File: config.mk
export PLATFORM = sky130hd
export DESIGN_NAME = wave_gen_flat
export DESIGN_NICKNAME = d
export VERILOG_FILES = /design/src/rtl/wave_gen_if.sv /design/src/rtl/wave_gen.sv /design/src/flat_wrapper.sv
export SDC_FILE = /design/constraint.sdc
export NUM_CORES = 1
export LEC_CHECK = 0
export CAP_MARGIN = 25
export CORE_MARGIN = 2
export CORE_UTILIZATION = 45
export DETAILED_ROUTE_END_ITERATION = 8
export GPL_ROUTABILITY_DRIVEN = 0
export MAX_ROUTING_LAYER = met4
export PLACE_DENSITY_LB_ADDON = 0.3
export SYNTH_ARGS = -nofsm -noshare
export SYNTH_HDL_FRONTEND = slang
export SYNTH_SLANG_ARGS = --single-unit
File: constraint.sdc
create_clock -name dac_clk -period 3.2 [get_ports dac_clk]
set_clock_uncertainty 0.15 [all_clocks]
set_input_delay 0.48 -clock dac_clk [delete_from_list [all_inputs] [get_ports dac_clk]]
set_output_delay 0.48 -clock dac_clk [all_outputs]
set_load 0.01 [all_outputs]
File: src/rtl/wave_gen_if.sv
// Control/data bundle between the function-generator sequencer and wave_gen.
// The sequencer drives the master side; wave_gen implements the slave side.
interface wave_gen_if #(
  parameter int DATA_W = 10,
  parameter int ACC_W  = 16
);
  logic              enable;
  logic              load;
  logic [1:0]        mode_in;
  logic [ACC_W-1:0]  freq_in;
  logic [DATA_W-1:0] duty_in;
  logic [DATA_W-1:0] dac_data;
  logic              period_tick;
  logic              pending;

  modport master (
    output enable, load, mode_in, freq_in, duty_in,
    input  dac_data, period_tick, pending
  );

  modport slave (
    input  enable, load, mode_in, freq_in, duty_in,
    output dac_data, period_tick, pending
  );
endinterface

File: src/rtl/wave_gen.sv
// Phase-accumulator waveform generator (saw, triangle, square, falling ramp).
// Mode/freq/duty changes made while running are held in a shadow set until the next wrap.
module wave_gen #(
  parameter int DATA_W = 10,
  parameter int ACC_W  = 16   // must be at least DATA_W+1
) (
  input  logic      dac_clk,
  input  logic      dac_rst_n,
  wave_gen_if.slave bus
);

  localparam logic [0:0] ST_IDLE = 1'b0;
  localparam logic [0:0] ST_RUN  = 1'b1;

  localparam logic [1:0] MODE_SAW  = 2'd0;
  localparam logic [1:0] MODE_TRI  = 2'd1;
  localparam logic [1:0] MODE_SQR  = 2'd2;
  localparam logic [1:0] MODE_FALL = 2'd3;

  localparam logic [ACC_W-1:0]  FREQ_RST = {{(ACC_W-1){1'b0}}, 1'b1};
  localparam logic [DATA_W-1:0] DUTY_RST = {1'b1, {(DATA_W-1){1'b0}}};

  logic [0:0]        state_q,   state_d;
  logic [ACC_W-1:0]  acc_q,     acc_d;
  logic [1:0]        mode_q,    mode_d;
  logic [ACC_W-1:0]  freq_q,    freq_d;
  logic [DATA_W-1:0] duty_q,    duty_d;
  logic [1:0]        sh_mode_q, sh_mode_d;
  logic [ACC_W-1:0]  sh_freq_q, sh_freq_d;
  logic [DATA_W-1:0] sh_duty_q, sh_duty_d;
  logic              pending_q, pending_d;
  logic [DATA_W-1:0] dac_q,     dac_d;
  logic              tick_q,    tick_d;

  logic [ACC_W:0]    sum;
  logic              wrap;
  logic [DATA_W-1:0] saw_s;
  logic [DATA_W-1:0] tri_t;
  logic [DATA_W-1:0] wave;

  assign sum   = {1'b0, acc_q} + {1'b0, freq_q};
  assign wrap  = sum[ACC_W];
  assign saw_s = acc_q[ACC_W-1 -: DATA_W];
  // One bit lower than saw_s so the triangle climbs and falls within a single accumulator period
  assign tri_t = acc_q[ACC_W-2 -: DATA_W];

  always_comb begin
    wave = saw_s;
    case (mode_q)
      MODE_SAW:  wave = saw_s;
      MODE_TRI:  wave = acc_q[ACC_W-1] ? ~tri_t : tri_t;
      MODE_SQR:  wave = (saw_s < duty_q) ? {DATA_W{1'b1}} : {DATA_W{1'b0}};
      MODE_FALL: wave = ~saw_s;
      default:   wave = saw_s;
    endcase
  end

  always_comb begin
    state_d   = state_q;
    acc_d     = acc_q;
    mode_d    = mode_q;
    freq_d    = freq_q;
    duty_d    = duty_q;
    sh_mode_d = sh_mode_q;
    sh_freq_d = sh_freq_q;
    sh_duty_d = sh_duty_q;
    pending_d = pending_q;
    dac_d     = dac_q;
    tick_d    = tick_q;

    case (state_q)
      ST_IDLE: begin
        acc_d  = '0;
        dac_d  = '0;
        tick_d = 1'b0;
        // Nothing is being played, so a load takes effect at once
        if (bus.load) begin
          mode_d    = bus.mode_in;
          freq_d    = bus.freq_in;
          duty_d    = bus.duty_in;
          sh_mode_d = bus.mode_in;
          sh_freq_d = bus.freq_in;
          sh_duty_d = bus.duty_in;
        end
        pending_d = 1'b0;
        if (bus.enable) begin
          state_d = ST_RUN;
        end
      end

      ST_RUN: begin
        if (!bus.enable) begin
          state_d   = ST_IDLE;
          acc_d     = '0;
          dac_d     = '0;
          tick_d    = 1'b0;
          pending_d = 1'b0;
          if (bus.load) begin
            mode_d    = bus.mode_in;
            freq_d    = bus.freq_in;
            duty_d    = bus.duty_in;
            sh_mode_d = bus.mode_in;
            sh_freq_d = bus.freq_in;
            sh_duty_d = bus.duty_in;
          end else if (pending_q) begin
            mode_d = sh_mode_q;
            freq_d = sh_freq_q;
            duty_d = sh_duty_q;
          end
        end else begin
          acc_d  = sum[ACC_W-1:0];
          dac_d  = wave;
          tick_d = wrap;
          // A load landing on the wrap edge needs no deferral: this edge is the boundary
          if (bus.load && wrap) begin
            mode_d    = bus.mode_in;
            freq_d    = bus.freq_in;
            duty_d    = bus.duty_in;
            sh_mode_d = bus.mode_in;
            sh_freq_d = bus.freq_in;
            sh_duty_d = bus.duty_in;
            pending_d = 1'b0;
          end else if (bus.load) begin
            sh_mode_d = bus.mode_in;
            sh_freq_d = bus.freq_in;
            sh_duty_d = bus.duty_in;
            pending_d = 1'b1;
          end else if (wrap && pending_q) begin
            mode_d    = sh_mode_q;
            freq_d    = sh_freq_q;
            duty_d    = sh_duty_q;
            pending_d = 1'b0;
          end
        end
      end

      default: begin
        state_d = ST_IDLE;
      end
    endcase
  end

  always_ff @(posedge dac_clk or negedge dac_rst_n) begin
    if (!dac_rst_n) begin
      state_q   <= ST_IDLE;
      acc_q     <= '0;
      mode_q    <= MODE_SAW;
      freq_q    <= FREQ_RST;
      duty_q    <= DUTY_RST;
      sh_mode_q <= MODE_SAW;
      sh_freq_q <= FREQ_RST;
      sh_duty_q <= DUTY_RST;
      pending_q <= 1'b0;
      dac_q     <= '0;
      tick_q    <= 1'b0;
    end else begin
      state_q   <= state_d;
      acc_q     <= acc_d;
      mode_q    <= mode_d;
      freq_q    <= freq_d;
      duty_q    <= duty_d;
      sh_mode_q <= sh_mode_d;
      sh_freq_q <= sh_freq_d;
      sh_duty_q <= sh_duty_d;
      pending_q <= pending_d;
      dac_q     <= dac_d;
      tick_q    <= tick_d;
    end
  end

  assign bus.dac_data    = dac_q;
  assign bus.period_tick = tick_q;
  assign bus.pending     = pending_q;

endmodule

File: src/flat_wrapper.sv
// flat-port wrapper written by rule: the top's interface ports become plain ports
module wave_gen_flat 
#(
  parameter int DATA_W = 10,
  parameter int ACC_W  = 16                               
)
  (dac_clk, dac_rst_n, bus_enable, bus_load, bus_mode_in, bus_freq_in, bus_duty_in, bus_dac_data, bus_period_tick, bus_pending);
  wave_gen_if #(.DATA_W(DATA_W), .ACC_W(ACC_W)) bus_i ();
  input  logic dac_clk;
  input  logic dac_rst_n;
  input wire logic [$bits(bus_i.enable)-1:0] bus_enable;
  input wire logic [$bits(bus_i.load)-1:0] bus_load;
  input wire logic [$bits(bus_i.mode_in)-1:0] bus_mode_in;
  input wire logic [$bits(bus_i.freq_in)-1:0] bus_freq_in;
  input wire logic [$bits(bus_i.duty_in)-1:0] bus_duty_in;
  output wire logic [$bits(bus_i.dac_data)-1:0] bus_dac_data;
  output wire logic [$bits(bus_i.period_tick)-1:0] bus_period_tick;
  output wire logic [$bits(bus_i.pending)-1:0] bus_pending;
  assign bus_i.enable = bus_enable;
  assign bus_i.load = bus_load;
  assign bus_i.mode_in = bus_mode_in;
  assign bus_i.freq_in = bus_freq_in;
  assign bus_i.duty_in = bus_duty_in;
  assign bus_dac_data = bus_i.dac_data;
  assign bus_period_tick = bus_i.period_tick;
  assign bus_pending = bus_i.pending;
  wave_gen #(.DATA_W(DATA_W), .ACC_W(ACC_W)) u_core (.dac_clk(dac_clk), .dac_rst_n(dac_rst_n), .bus(bus_i));
endmodule
Word level (Yosys, flattened, before mapping)
Index checks and enable logic that the tools add are counted.
Widths: inputs -> output; s select.
{"block": "totals", "word_cells": 79, "input_bits": 32, "ff_bits": 85, "output_inout_bits": 12}
{"block": "classes", "n_lt_le_gt_ge": 1, "n_mux": 51, "bitwise_logic": 3, "add_sub_neg": 1, "eq_ne": 8, "n_reduce_logical": 4}
{"op": "$mux 16", "n": 11}
{"op": "$mux 10", "n": 13}
{"op": "$pmux 16 s2", "n": 3}
{"op": "$pmux 10 s2", "n": 3}
{"op": "$pmux 10 s4", "n": 1}
{"op": "$mux 2", "n": 10}
{"op": "$not 10->10", "n": 2}
{"op": "$add 16x16->17", "n": 1}
{"op": "$ne 4x4->1 const B", "n": 3}
{"op": "$lt 10x10->1", "n": 1}
{"op": "$pmux 2 s2", "n": 2}
{"op": "$mux 1", "n": 6}
{"op": "$ne 5x5->1 const B", "n": 1}
{"op": "$eq 2x2->1 const B", "n": 2}
{"op": "$pmux 1 s2", "n": 2}
{"op": "$reduce_and 4->1", "n": 1}
{"op": "$eq 2x1->1 const B", "n": 1}
{"op": "$logic_and 1x1->1", "n": 2}
{"op": "$logic_not 2->1", "n": 1}
{"op": "$ne 2x2->1 const B", "n": 1}
{"op": "$not 1->1", "n": 1}

Longest topological paths before layout
Gate-level depths: netlist of the first run.
{"block": "logic_depth", "ltp_word": 7, "depth_mapped": 11, "depth_no_buf": 9}

Worst setup path after synthesis of the first run
Ideal clock, no wire load.
{"block": "synth_timing", "path_kind": "reg-to-reg", "startpoint": "reg u_core.freq_q[0]", "endpoint": "reg u_core.mode_q[1]", "t_arrival_ns": 2.230, "n_path_buf": 2, "t_required_ns": 2.977, "setup_ns": 0.073, "stages_incl_launch_ff": 12, "setup_slack_ns": 0.747, "synth_period_minus_slack_ns": 2.453, "path_cell_list": "dfstp_2 ha_1 inv_1 fa_1 and2b_1 o31ai_1 a21o_1 o21ai_2 buf_6 buf_8 nor2_2 a21oi_2"}
{"block": "synth_via", "elab_chain_len": 5, "elab_cells_between_ends": 9, "cone_classes": "add/sub (1); eq/ne (2); mux (3); reduce/logical (3)"}
{"item": "start, declared", "line_no": "wave_gen.sv:26", "source": "logic [ACC_W-1:0] freq_q, freq_d;"}
{"item": "start signal, assigned", "line_no": "wave_gen.sv:160", "source": "freq_q <= freq_d;"}
{"item": "$add 16x16->17 (*)", "line_no": "wave_gen.sv:41", "source": "assign sum = {1'b0, acc_q} + {1'b0, freq_q};"}
{"item": "$logic_and 1x1->1", "line_no": "wave_gen.sv:115", "source": "if (bus.load && wrap) begin"}
{"item": "$mux 2", "line_no": "wave_gen.sv:115"}
{"item": "$mux 2", "line_no": "wave_gen.sv:92", "source": "if (!bus.enable) begin"}
{"item": "$pmux 2 s2", "line_no": "wave_gen.sv:71", "source": "case (state_q)"}
{"item": "end signal, assigned", "line_no": "wave_gen.sv:159", "source": "mode_q <= mode_d;"}
{"item": "end, declared", "line_no": "wave_gen.sv:25", "source": "logic [1:0] mode_q, mode_d;"}
Mark *: on every way between the ends. The rest lies on a longest branch, timed or not.
A chain may end at the register's enable or synchronous reset.

Final worst setup path of the first run
{"block": "layout_timing", "startpoint": "reg u_core.freq_q[0]", "endpoint": "reg u_core.duty_q[1]"}
{"block": "layout_via", "elab_chain_len": 5, "elab_cells_between_ends": 9, "cone_classes": "add/sub (1); eq/ne (2); mux (3); reduce/logical (3)"}
{"item": "$add 16x16->17 (*)", "line_no": "wave_gen.sv:41"}
{"item": "$logic_and 1x1->1", "line_no": "wave_gen.sv:115"}
{"item": "$mux 10", "line_no": "wave_gen.sv:115"}
{"item": "$mux 10", "line_no": "wave_gen.sv:92"}
{"item": "$pmux 10 s2", "line_no": "wave_gen.sv:71"}
{"item": "end signal, assigned", "line_no": "wave_gen.sv:161", "source": "duty_q <= duty_d;"}
{"item": "end, declared", "line_no": "wave_gen.sv:27", "source": "logic [DATA_W-1:0] duty_q, duty_d;"}
Marks and branches as above.

==> results.md, run 1 <==
Worst setup path
• **worst path arrival time** 2890 ps
• **worst setup path endpoint** u_core.duty_q[1]$_DFFE_PN0P_
• **maximum fanout along the worst path** 56
• **number of cell instances on the worst register-to-register path** 10
• **startpoint of the most critical setup path** u_core.freq_q[0]$_DFFE_PN1P_
• **R2R Setup Slk** 450 ps
• **endpoint required time on the critical path** 3340 ps
• **nature of the critical path endpoint** flop
• **capturing point of the worst reg2reg path** u_core.duty_q[1]$_DFFE_PN0P_
• **startpoint class of the critical path** flop
• **kind of critical path** reg2reg
• **Worst R2R Start** u_core.freq_q[0]$_DFFE_PN1P_

Synth
• **post-synthesis async set-or-reset flop share** 1.00
• **number of warnings issued by yosys** 0
• **post-synthesis area per instance** 11.1 µm²
• **count of flip-flops with a built-in enable after synthesis** 0
• **Post-Synthesis Cell Area** 0.00484 mm²
• **distinct cell type count of the synthesized netlist** 51
• **Most used DFF post-synth** dfrtp_1
• **number of register bits inferred by synthesis** 85
• **post-synthesis sequential area ratio** 0.440
• **Syn Nets** 494
• **Mapped Cells** 436

Floorplan
• **number of top-level pins** 44
• **Starting Density** 0.467
• **vertical die dimension** 108 µm
• **Site Rows** 37
• **area of the core** 0.0104 mm²
• **Die W** 108 µm
• **area enclosed by the die boundary** 0.0116 mm²

Final layout
• **total of fill cells in the finished design** 965
• **final antenna diode count** 0
• **fraction of layout cells with a size suffix above 1** 0.235
• **synth-to-layout area growth** 15.0%
• **number of standard cells in the final layout excluding fillers** 616
• **layout net count** 533
• **Seq. cell area** 0.00213 mm²
• **Multi-input gate area** 0.00251 mm²

Worst hold path
• **worst hold path class** reg2reg

Pwr
• **PwrDens** 701 mW/mm²
• **static leakage** 2.53 nW
• **Peak VDD IR** 0.287 mV
• **Pwr Total** 3.91 mW

Timing
• **clock period minus final worst setup slack** 2750 ps
• **RSZ-0062 raised after global routing** false
• **final-report setup violation count** 0
• **final hold violation count** 0
• **number of pins exceeding their max-slew limit in the final report** 0
• **slew of the pin with the lowest slew margin** 554 ps
• **Max-Slew Margin vs Limit** 0.631
• **max frequency** 364 MHz
• **final sum of negative setup slack** 0 ps
• **period utilization** 0.859

GRT
• **via count of the first global-routing pass** 3288
• **GR Layer Usage met3** 0.0315
• **grt ovf** 0
• **initial antenna violation count** 0
• **most heavily used metal layer in global routing** met2
• **met2 usage in global routing** 0.264
• **met1 Resource Use GR** 0.252
• **maximum number of pins on one net before global-route repair** 57
• **first-pass GRT wire length** 15900 µm
• **total routing resource utilization after global routing** 0.180

Detailed routing
• **Pre-antenna DRT Iters** 4
• **DR DRC count** 0
• **remaining number of nets flagged by the antenna check after routing** 0
• **first-iteration detailed-routing DRC count** 127
• **sum of routed wire length over all layers** 9240 µm
• **number of vias per cell** 5.34
• **via count** 3289
• **detailed-route wire length per cell** 15.0 µm

Outcome
• **run status** finished, final reports clean

Clock tree
• **TritonCTS clock tree** built
• **Clock Sinks** 85
• **cell at the root of the clock tree** clkbuf_8
• **CTS clock-pin slew for the worst setup and hold paths** 80 ps
• **H-tree depth** 3
• **Post-CTS Resized** 0
• **maximum clock insertion buffer count** 2
• **total clock buffers created by CTS** 9
• **number of buffers inserted by post-CTS setup repair** 0
• **Clk Latency, worst-skew pair** 360 ps

Placed design
• **post-DP HPWL** 6660 µm
• **number of placed cells counting well taps** 599
• **Port-buffer cells** 43

Job
• **# Max-Cap Violations** 0

[where the power goes]
group	total [mW]	switching (mW)	internal, mW
clock	0.672	0.392	0.280
combinational	1.70	0.890	0.806
sequential	1.54	0.238	1.30
[worst min-delay path by stage]
stage | start | to | slack, ps | cells after the start
2_1_floorplan | dac_rst_n | u_core.acc_q[0]$_DFF_PN0_ | 30 | 0
3_3_place_gp | u_core.sh_freq_q[11]$_DFF_PN0_ | u_core.sh_freq_q[11]$_DFF_PN0_ | 340 | 1
3_5_place_dp | dac_rst_n | u_core.acc_q[5]$_DFF_PN0_ | 320 | 1
4_1_cts | u_core.sh_mode_q[1]$_DFF_PN0_ | u_core.sh_mode_q[1]$_DFF_PN0_ | 360 | 1
5_1_grt | u_core.sh_freq_q[10]$_DFF_PN0_ | u_core.sh_freq_q[10]$_DFF_PN0_ | 370 | 1
6_report | u_core.sh_mode_q[1]$_DFF_PN0_ | u_core.sh_mode_q[1]$_DFF_PN0_ | 360 | 1
[synth_stat cells, drive strengths merged, types with 2 or more instances]
library cell	count	area, µm²
xor2	4	35.0
o21bai	3	22.5
dfrtp	81	2030
a31oi	2	12.5
ha	25	313
inv	17	63.8
and3	3	18.8
xnor2	12	105
o211ai	4	30.0
and2	2	12.5
buf	20	141
dfstp	4	105
nand2b	4	25.0
mux2i	37	370
a21oi	51	364
nand3	8	40.0
clkbuf	2	7.51
nor2b	4	25.0
a21o	10	75.1
nor2	44	195
or2	4	25.0
o21ai	17	88.8
nand2	7	26.3
nor3	9	45.0
o221a	10	113
a211oi	5	37.5
nand4	2	12.5
mux2	28	315
o21a	2	15.0
a221oi	2	17.5
[critical path, cell delays in order (launching register included)]
cell and delay, ps:
dfstp_2 540, ha_1 180, inv_1 70, fa_1 420, and2b_1 260, o31ai_1 120, a21o_1 210, o21ai_4 170
buf_12 290, nor2_1 90, a21oi_2 120
[logic make-up after synthesis]
family / share of synthesized area
AOI/OAI and AO/OA: 0.186
and+or+nand+nor: 0.0910
adders and majority gates: 0.0687
DFF: 0.440
muxes: 0.142
xor gates and xnor gates: 0.0289
buffers and inverters: 0.0439
[area by class of cell]
cell class	instances	share of cell area
Clock buffer	10	0.0229
Clock inverter	6	0.00741
Inverter	17	0.0115
Multi-Input combinational cell	312	0.450
Sequential cell	85	0.383
Tap cell	136	0.0305
Timing Repair Buffer	50	0.0948
[flip-flops by register name (all words and copies together) (netlist names)]
| name | flops |
|---|---|
| u_core.bus.dac_data | 10 |
| u_core.sh_mode_q | 2 |
| u_core.sh_freq_q | 16 |
| u_core.sh_duty_q | 10 |
| u_core.freq_q | 16 |
| u_core.bus.pending | 1 |
| u_core.acc_q | 16 |
| u_core.bus.period_tick | 1 |
| u_core.mode_q | 2 |
| u_core.state_q | 1 |
| u_core.duty_q | 10 |
[layout by cell type (no fill, tap or decap), types with 3 or more instances in the layout]
cell and n:
mux2_2 28, a21oi_2 29, nor2b_1 4, o21bai_1 3, nor2_1 32, a211oi_1 5
xor2_1 4, or2_2 3, xnor2_1 12, o21ai_0 15, nor2_2 12, buf_4 4
nand2_1 7, a21oi_1 22, o211ai_1 4, and3_1 3, o221a_2 10, clkbuf_8 9
dfstp_2 4, nor3_1 9, dfrtp_1 81, clkinvlp_4 3, inv_1 17, ha_1 25
clkdlybuf4s50_1 42, nand2b_1 3, mux2i_1 37, a21o_1 10, nand3_1 8
[layer usage]
layer / wire, µm / vias to the layer above
li1: - / 1639
met1: 4710 / 1585
met2: 4090 / 55
met3: 325 / 10
met4: 123 / 0
met5: 0 / -
[per-stage QoR]
| stage | utilization | hold slack [ps] | area (µm²) | worst slack (ps) |
|---|---|---|---|---|
| finish | 0.537 | 358 | 5570 | 450 |
| CTS | 0.537 | 363 | 5570 | 464 |
| global route | 0.537 | 373 | 5570 | 285 |
| floorplan | - | 34.4 | 4840 | 747 |
| detailed placement | 0.520 | 320 | 5390 | 506 |
| global placement | 0.517 | 338 | 5360 | 557 |
[timing repair]
action,in CTS,in global routing
hold buffers,1,0
endpoints found under the hold margin,32,0
setup endpoints to repair,0,0
Power figures use the tool's default switching activity.
==> run 2: changes to the inputs <==
SLEW_MARGIN = 40   (was unset)
==> run 2 against run 1 <==
  * First-iteration DRC count grew 8.7%
  * Critical path depth is the same
  * Hold slack lost 350 ps
  * Setup slack lost 21 ps
  * Non-clock buffer count shrank 2
  * Count of clock-buffer cells in the layout grew 2
  * Global-route usage shrank 0.16 points
  * Combinational power is essentially flat
  * Highest routed layer unchanged
  * Fmax shrank 0.75%
==> results.md, run 2 (same netlist as run 1, synthesis figures left out) <==
Placed design
• **post-DP HPWL** 6550 µm, -1.6%
• **Port-buffer cells** 43, unchanged
• **number of placed cells counting well taps** 598, -0.17%
• **Placed Instance Area** 0.00537 mm², -0.44%
• **worst setup slack before clock tree synthesis** 491 ps, -14.2 ps

Floorplan
• **Starting Density** 0.467, unchanged
• **Die W** 108 µm, unchanged
• **area enclosed by the die boundary** 0.0116 mm², unchanged
• **Site Rows** 37, unchanged
• **area of the core** 0.0104 mm², unchanged
• **number of top-level pins** 44, unchanged
• **vertical die dimension** 108 µm, unchanged

Clock tree
• **cell at the root of the clock tree** clkbuf_8
• **Post-CTS Resized** 0, unchanged
• **Clock Sinks** 85, unchanged
• **CTS clock-pin slew for the worst setup and hold paths** 90 ps, about the same
• **hold buffer count at cts** 0, -1
• **H-tree depth** 3, unchanged
• **TritonCTS clock tree** built
• **number of buffers inserted by post-CTS setup repair** 0, unchanged
• **total clock buffers created by CTS** 9, unchanged
• **maximum clock insertion buffer count** 2, unchanged
• **Clk Latency, worst-skew pair** 360 ps, about the same

Final layout
• **layout net count** 531, -0.38%
• **final non-filler cell area** 0.00557 mm², about the same
• **synth-to-layout area growth** 15.1%, about the same
• **fraction of layout cells with a size suffix above 1** 0.234, -0.00111
• **commonest cells after routing, fill and taps aside** dfrtp_1 (81), clkdlybuf4s50_1 (42), mux2i_1 (37), nor2_1 (32), a21oi_2 (29)
• **Largest regs** u_core.acc_q x16, u_core.freq_q x16, u_core.sh_freq_q x16
• **final antenna diode count** 0, unchanged
• **number of standard cells in the final layout excluding fillers** 614, -0.32%
• **most common cell after layout, fill and taps aside** dfrtp_1

Worst setup path
• **list of cells traversed by the critical path** ha_1 -> inv_1 -> fa_1 -> and2b_1 -> o31ai_1 -> a21o_1 -> o21ai_4 -> buf_12 -> nor2_1 -> a21oi_2
• **maximum fanout along the worst path** 56, unchanged
• **number of cell instances on the worst register-to-register path** 10, unchanged
• **endpoint required time on the critical path** 3320 ps, -20 ps
• **R2R Setup Slk** 430 ps, -20 ps
• **startpoint class of the critical path** flop
• **capturing point of the worst reg2reg path** u_core.duty_q[1]$_DFFE_PN0P_
• **max incr delay on CP** 540 ps, about the same
• **Stages on worst setup path** 10, unchanged
• **startpoint of the most critical setup path** u_core.freq_q[0]$_DFFE_PN1P_
• **Worst R2R Start** u_core.freq_q[0]$_DFFE_PN1P_
• **cell with the largest stage delay on the worst path** dfstp_2
• **kind of cell adding the most delay to the critical path** compound AO/OA/AOI/OAI gates
• **number of buffer and inverter instances along the worst setup path** 2, unchanged
• **nature of the critical path endpoint** flop
• **worst path arrival time** 2890 ps, about the same
• **kind of critical path** reg2reg

Timing
• **setup ws final** 429 ps, -20.8 ps
• **final hold violation count** 0, unchanged
• **final sum of negative setup slack** 0 ps, unchanged
• **RSZ-0062 raised after global routing** false
• **period utilization** 0.866, +0.00649
• **number of pins exceeding their max-slew limit in the final report** 0, unchanged
• **final-report setup violation count** 0, unchanged
• **Max-Slew Margin vs Limit** 0.560, -0.0709
• **max frequency** 361 MHz, -0.75%
• **clock period minus final worst setup slack** 2770 ps, +20.8 ps
• **slew of the pin with the lowest slew margin** 660 ps, +106 ps

Pwr
• **static leakage** 2.54 nW, +0.38%
• **Peak VDD IR** 0.282 mV, -1.7%
• **Pwr Total** 4.01 mW, +2.6%
• **PwrDens** 719 mW/mm², +2.5%

Detailed routing
• **sum of routed wire length over all layers** 9250 µm, +0.14%
• **top routing layer used** met4
• **via count** 3322, +1.0%
• **met2 WL post-DR** 4150 µm, +1.6%
• **Pre-antenna DRT Iters** 4, unchanged
• **first-iteration detailed-routing DRC count** 138, +8.7%
• **remaining number of nets flagged by the antenna check after routing** 0, unchanged
• **number of vias per cell** 5.41, +1.3%
• **detailed-route wire length per cell** 15.1 µm, +0.47%
• **Met3 Routed Length** 314 µm, -3.4%
• **DR DRC count** 0, unchanged
• **M1 WL** 4650 µm, -1.3%

Outcome
• **run status** finished, final reports clean

GRT
• **grt ovf** 0, unchanged
• **total routing resource utilization after global routing** 0.178, -0.00164
• **first-pass GRT wire length** 15700 µm, -1.7%
• **via count of the first global-routing pass** 3214, -2.3%
• **initial antenna violation count** 0, unchanged
• **maximum number of pins on one net before global-route repair** 86, +51%

Worst hold path
• **worst hold path class** in2async

Job
• **# Max-Cap Violations** 0, unchanged

run 2: cell types whose count changed in the layout (fill, tap and decap cells not counted):
| cell | previous run | this run |
|---|---|---|
| buf_16 | 1 | 0 |
| buf_4 | 4 | 3 |
| bufinv_16 | 0 | 1 |
| clkbuf_8 | 9 | 12 |
| clkinv_4 | 1 | 0 |
| clkinvlp_4 | 3 | 1 |
| dlygate4sd3_1 | 1 | 0 |
run 2: cell type report:
type	instances	area, µm²
Timing Repair Buffer	48	497
Clock inverter	4	47.5
Inverter	17	63.8
Fill cell	956	4800
Multi-Input combinational cell	312	2510
Tap cell	136	170
Clock buffer	12	155
Sequential cell	85	2130
run 2: routing by layer:
metal	GRT usage	vias up
met3	0.0236	11
met1	0.248	1597
met4	0.0678	0
li1	-	1644
met5	-	-
met2	0.266	70
run 2: worst max-delay path by stage:
| stage | end | slack, ps |
|---|---|---|
| floorplan | u_core.mode_q[1]$_DFFE_PN0P_ | 750 |
| global placement | u_core.mode_q[0]$_DFFE_PN0P_ | 560 |
| detailed placement | u_core.duty_q[1]$_DFFE_PN0P_ | 490 |
| CTS | u_core.duty_q[1]$_DFFE_PN0P_ | 440 |
| global route | u_core.duty_q[1]$_DFFE_PN0P_ | 250 |
| finish | u_core.duty_q[1]$_DFFE_PN0P_ | 430 |
run 2: power by group:
part	switching, mW	internal (mW)	leakage (nW)
combinational	0.888	0.802	1.41
sequential	0.235	1.30	1.02
clock	0.380	0.401	0.102
run 2: stage by stage:
step           utilization  hold WS, ps
6_report             0.537         9.32
5_1_grt              0.537         69.2
4_1_cts              0.537         46.3
3_5_place_dp         0.518          345
3_3_place_gp         0.517          338
2_1_floorplan            -         34.4
run 2: worst reg2reg max path, cell delays in order, from the launching register on:
cell and delay (ps):
dfstp_2 540, ha_1 180, inv_1 70, fa_1 430
and2b_1 260, o31ai_1 120, a21o_1 220, o21ai_4 170
buf_12 290, nor2_1 140, a21oi_2 130
==> run 3: changes to the inputs <==
--- a/constraint.sdc
+++ b/constraint.sdc
@@ -3,3 +3,3 @@
 set_input_delay 0.48 -clock dac_clk [delete_from_list [all_inputs] [get_ports dac_clk]]
 set_output_delay 0.48 -clock dac_clk [all_outputs]
-set_load 0.01 [all_outputs]
+set_load 0.1 [all_outputs]
==> run 3 against run 2 <==
  * The run now ends with negative hold slack left
  * Power increased by 5.8%
  * Hold slack got worse by 13 ps
  * Clock power up 1%
  * First-iteration DRC count is 38% higher
  * Global-route usage increased by 0.43 points
  * Setup slack gained 26 ps
  * Die area stayed put
  * Routed wire length is 1.4% higher
==> results.md, run 3 (same netlist as run 1, synthesis figures left out) <==
Worst setup path
• **R2R Setup Slk** 460 ps, +30 ps
• **maximum fanout along the worst path** 56, unchanged
• **startpoint class of the critical path** flop
• **nature of the critical path endpoint** flop
• **cell with the largest stage delay on the worst path** dfstp_2
• **list of cells traversed by the critical path** ha_1 -> inv_1 -> fa_1 -> and2b_1 -> o31ai_1 -> a21o_1 -> o21ai_4 -> buf_12 -> nor2_1 -> a21oi_2
• **kind of critical path** reg2reg
• **max incr delay on CP** 540 ps, about the same
• **worst path arrival time** 2880 ps, about the same
• **endpoint required time on the critical path** 3340 ps, +20 ps

Timing
• **number of pins exceeding their max-slew limit in the final report** 0, unchanged
• **final sum of negative setup slack** 0 ps, unchanged
• **period utilization** 0.858, -0.00807
• **max frequency** 364 MHz, +0.94%
• **clock period minus final worst setup slack** 2740 ps, -25.8 ps
• **Max-Slew Margin vs Limit** 0.553, -0.00659
• **slew of the pin with the lowest slew margin** 670 ps, +9.89 ps
• **smallest hold slack** -3.44 ps, -12.8 ps
• **final-report setup violation count** 0, unchanged
• **RSZ-0062 raised after global routing** false
• **final hold violation count** 3, +3

Pwr
• **proportion of total power due to net switching** 0.419, +0.0438
• **Pint** 2.46 mW, -1.6%
• **static leakage** 2.56 nW, +0.95%
• **share of power burned in registers** 0.364, -0.019
• **clock power share** 0.187, -0.008
• **part of the power in combinational logic** 0.450, +0.028
• **PwrDens** 765 mW/mm², +6.4%
• **Peak VDD IR** 0.327 mV, +16%
• **net switching power** 1.78 mW, +18%

Clock tree
• **maximum clock insertion buffer count** 2, unchanged
• **Clk Latency, worst-skew pair** 350 ps, about the same
• **number of buffers inserted by post-CTS setup repair** 0, unchanged
• **Clock Sinks** 85, unchanged
• **H-tree depth** 3, unchanged
• **total clock buffers created by CTS** 9, unchanged
• **TritonCTS clock tree** built
• **cell at the root of the clock tree** clkbuf_8
• **Post-CTS Resized** 0, unchanged
• **CTS clock-pin slew for the worst setup and hold paths** 90 ps, about the same
• **hold buffer count at cts** 0, unchanged

Final layout
• **fraction of layout cells with a size suffix above 1** 0.262, +0.0272
• **layout net count** 531, unchanged
• **Seq. cell area** 0.00213 mm², unchanged
• **synth-to-layout area growth** 14.5%
• **commonest cells after routing, fill and taps aside** dfrtp_1 (81), mux2i_1 (37), nor2_1 (32), clkdlybuf4s50_1 (30), a21oi_2 (29)
• **Multi-input gate area** 0.00251 mm², unchanged
• **final antenna diode count** 0, unchanged
• **Largest regs** u_core.acc_q x16, u_core.freq_q x16, u_core.sh_freq_q x16
• **total of fill cells in the finished design** 979, +2.4%
• **share of the core filled with cells in the final layout** 0.535, -0.00289
• **most common cell after layout, fill and taps aside** dfrtp_1

Detailed routing
• **DR DRC count** 0, unchanged
• **remaining number of nets flagged by the antenna check after routing** 0, unchanged
• **number of vias per cell** 5.47, +1.1%
• **via count** 3357, +1.1%
• **sum of routed wire length over all layers** 9380 µm, +1.4%
• **detailed-route wire length per cell** 15.3 µm, +1.4%
• **Pre-antenna DRT Iters** 4, unchanged
• **first-iteration detailed-routing DRC count** 190, +38%

Outcome
• **run status** finished with violations
• **violations in the final reports** negative hold slack

GRT
• **total routing resource utilization after global routing** 0.183, +0.00429
• **grt ovf** 0, unchanged
• **first-pass GRT wire length** 16200 µm, +3.6%
• **initial antenna violation count** 0, unchanged
• **via count of the first global-routing pass** 3308, +2.9%
• **maximum number of pins on one net before global-route repair** 86, unchanged

Floorplan
• **Starting Density** 0.467, unchanged
• **Site Rows** 37, unchanged
• **number of top-level pins** 44, unchanged
• **area of the core** 0.0104 mm², unchanged
• **Die W** 108 µm, unchanged
• **area enclosed by the die boundary** 0.0116 mm², unchanged
• **vertical die dimension** 108 µm, unchanged

Placed design
• **Port-buffer cells** 43, unchanged
• **post-DP HPWL** 6690 µm, +2.1%

Job
• **# Max-Cap Violations** 0, unchanged

Worst hold path
• **worst hold path class** in2async

-- run 3: cell count changes in the layout (fill, tap and decap cells not counted) --
cell             before  now
clkinvlp_4            1    0
clkdlybuf4s50_1      42   30
buf_4                 3   15
clkinv_2              2    1
inv_6                 0    4
clkbuf_8             12   10
clkbuf_1              1    0
clkinv_4              0    1
-- run 3: routing by layer --
metal	track usage	wire length, µm
met1	0.254	4680
met2	0.270	4200
met3	0.0339	335
met4	0.0604	173
met5	-	0
-- run 3: path summary, 6_finish.rpt --
| kind | from | end | cells after the start |
|---|---|---|---|
| min in group dac_clk | u_core.sh_duty_q[5]$_DFF_PN0_ | u_core.sh_duty_q[5]$_DFF_PN0_ | 1 |
| worst max-delay path | u_core.freq_q[0]$_DFFE_PN1P_ | u_core.duty_q[0]$_DFFE_PN0P_ | 10 |
| worst min-delay path | dac_rst_n | u_core.acc_q[5]$_DFF_PN0_ | 1 |
| max in group asynchronous | dac_rst_n | u_core.bus.dac_data[6]$_DFF_PN0_ | 1 |
| worst max register to register | u_core.freq_q[0]$_DFFE_PN1P_ | u_core.duty_q[0]$_DFFE_PN0P_ | 10 |
| worst min register to register | u_core.sh_duty_q[5]$_DFF_PN0_ | u_core.sh_duty_q[5]$_DFF_PN0_ | 1 |
-- run 3: power groups by stage --
stage	clock network [mW]	logic [mW]	registers (mW)
floorplan	0	1.37	1.69
global placement	0	1.84	1.55
detailed placement	0	1.90	1.56
CTS	0.811	1.91	1.54
global route	0.865	2.12	1.57
finish	0.791	1.91	1.54
-- run 3: layout make-up --
type / count / share of cell area
inverters: 17 / 0.0115
clock buffers: 9 / 0.0223
well taps: 136 / 0.0307
clock inverters: 7 / 0.0142
flip-flops and latches: 85 / 0.385
repair buffers: 48 / 0.0842
multi-input cells: 312 / 0.452
-- run 3: per-stage QoR --
stage | cell area, µm² | power [mW] | hold WS, ps | cells | worst slack, ps
final | 5540 | 4.24 | -3.44 | 614 | 455
after global routing | 5540 | 4.56 | 45.0 | 614 | 266
after CTS | 5540 | 4.26 | 50.8 | 614 | 466
after detailed placement | 5340 | 3.46 | 344 | 598 | 487
after global placement | 5330 | 3.39 | 338 | 598 | 557
after floorplan | 4840 | 3.06 | 34.4 | 436 | 747
-- run 3: worst max-delay path: cells and delay by family, from the launching register on --
kind / cells / cell delay [ps]
AO/OA/AOI/OAI: 4 / 610
adder cells (fa/ha/maj): 2 / 610
buffers and inverters: 2 / 360
flip-flops: 1 / 540
AND/OR/NAND/NOR: 2 / 360
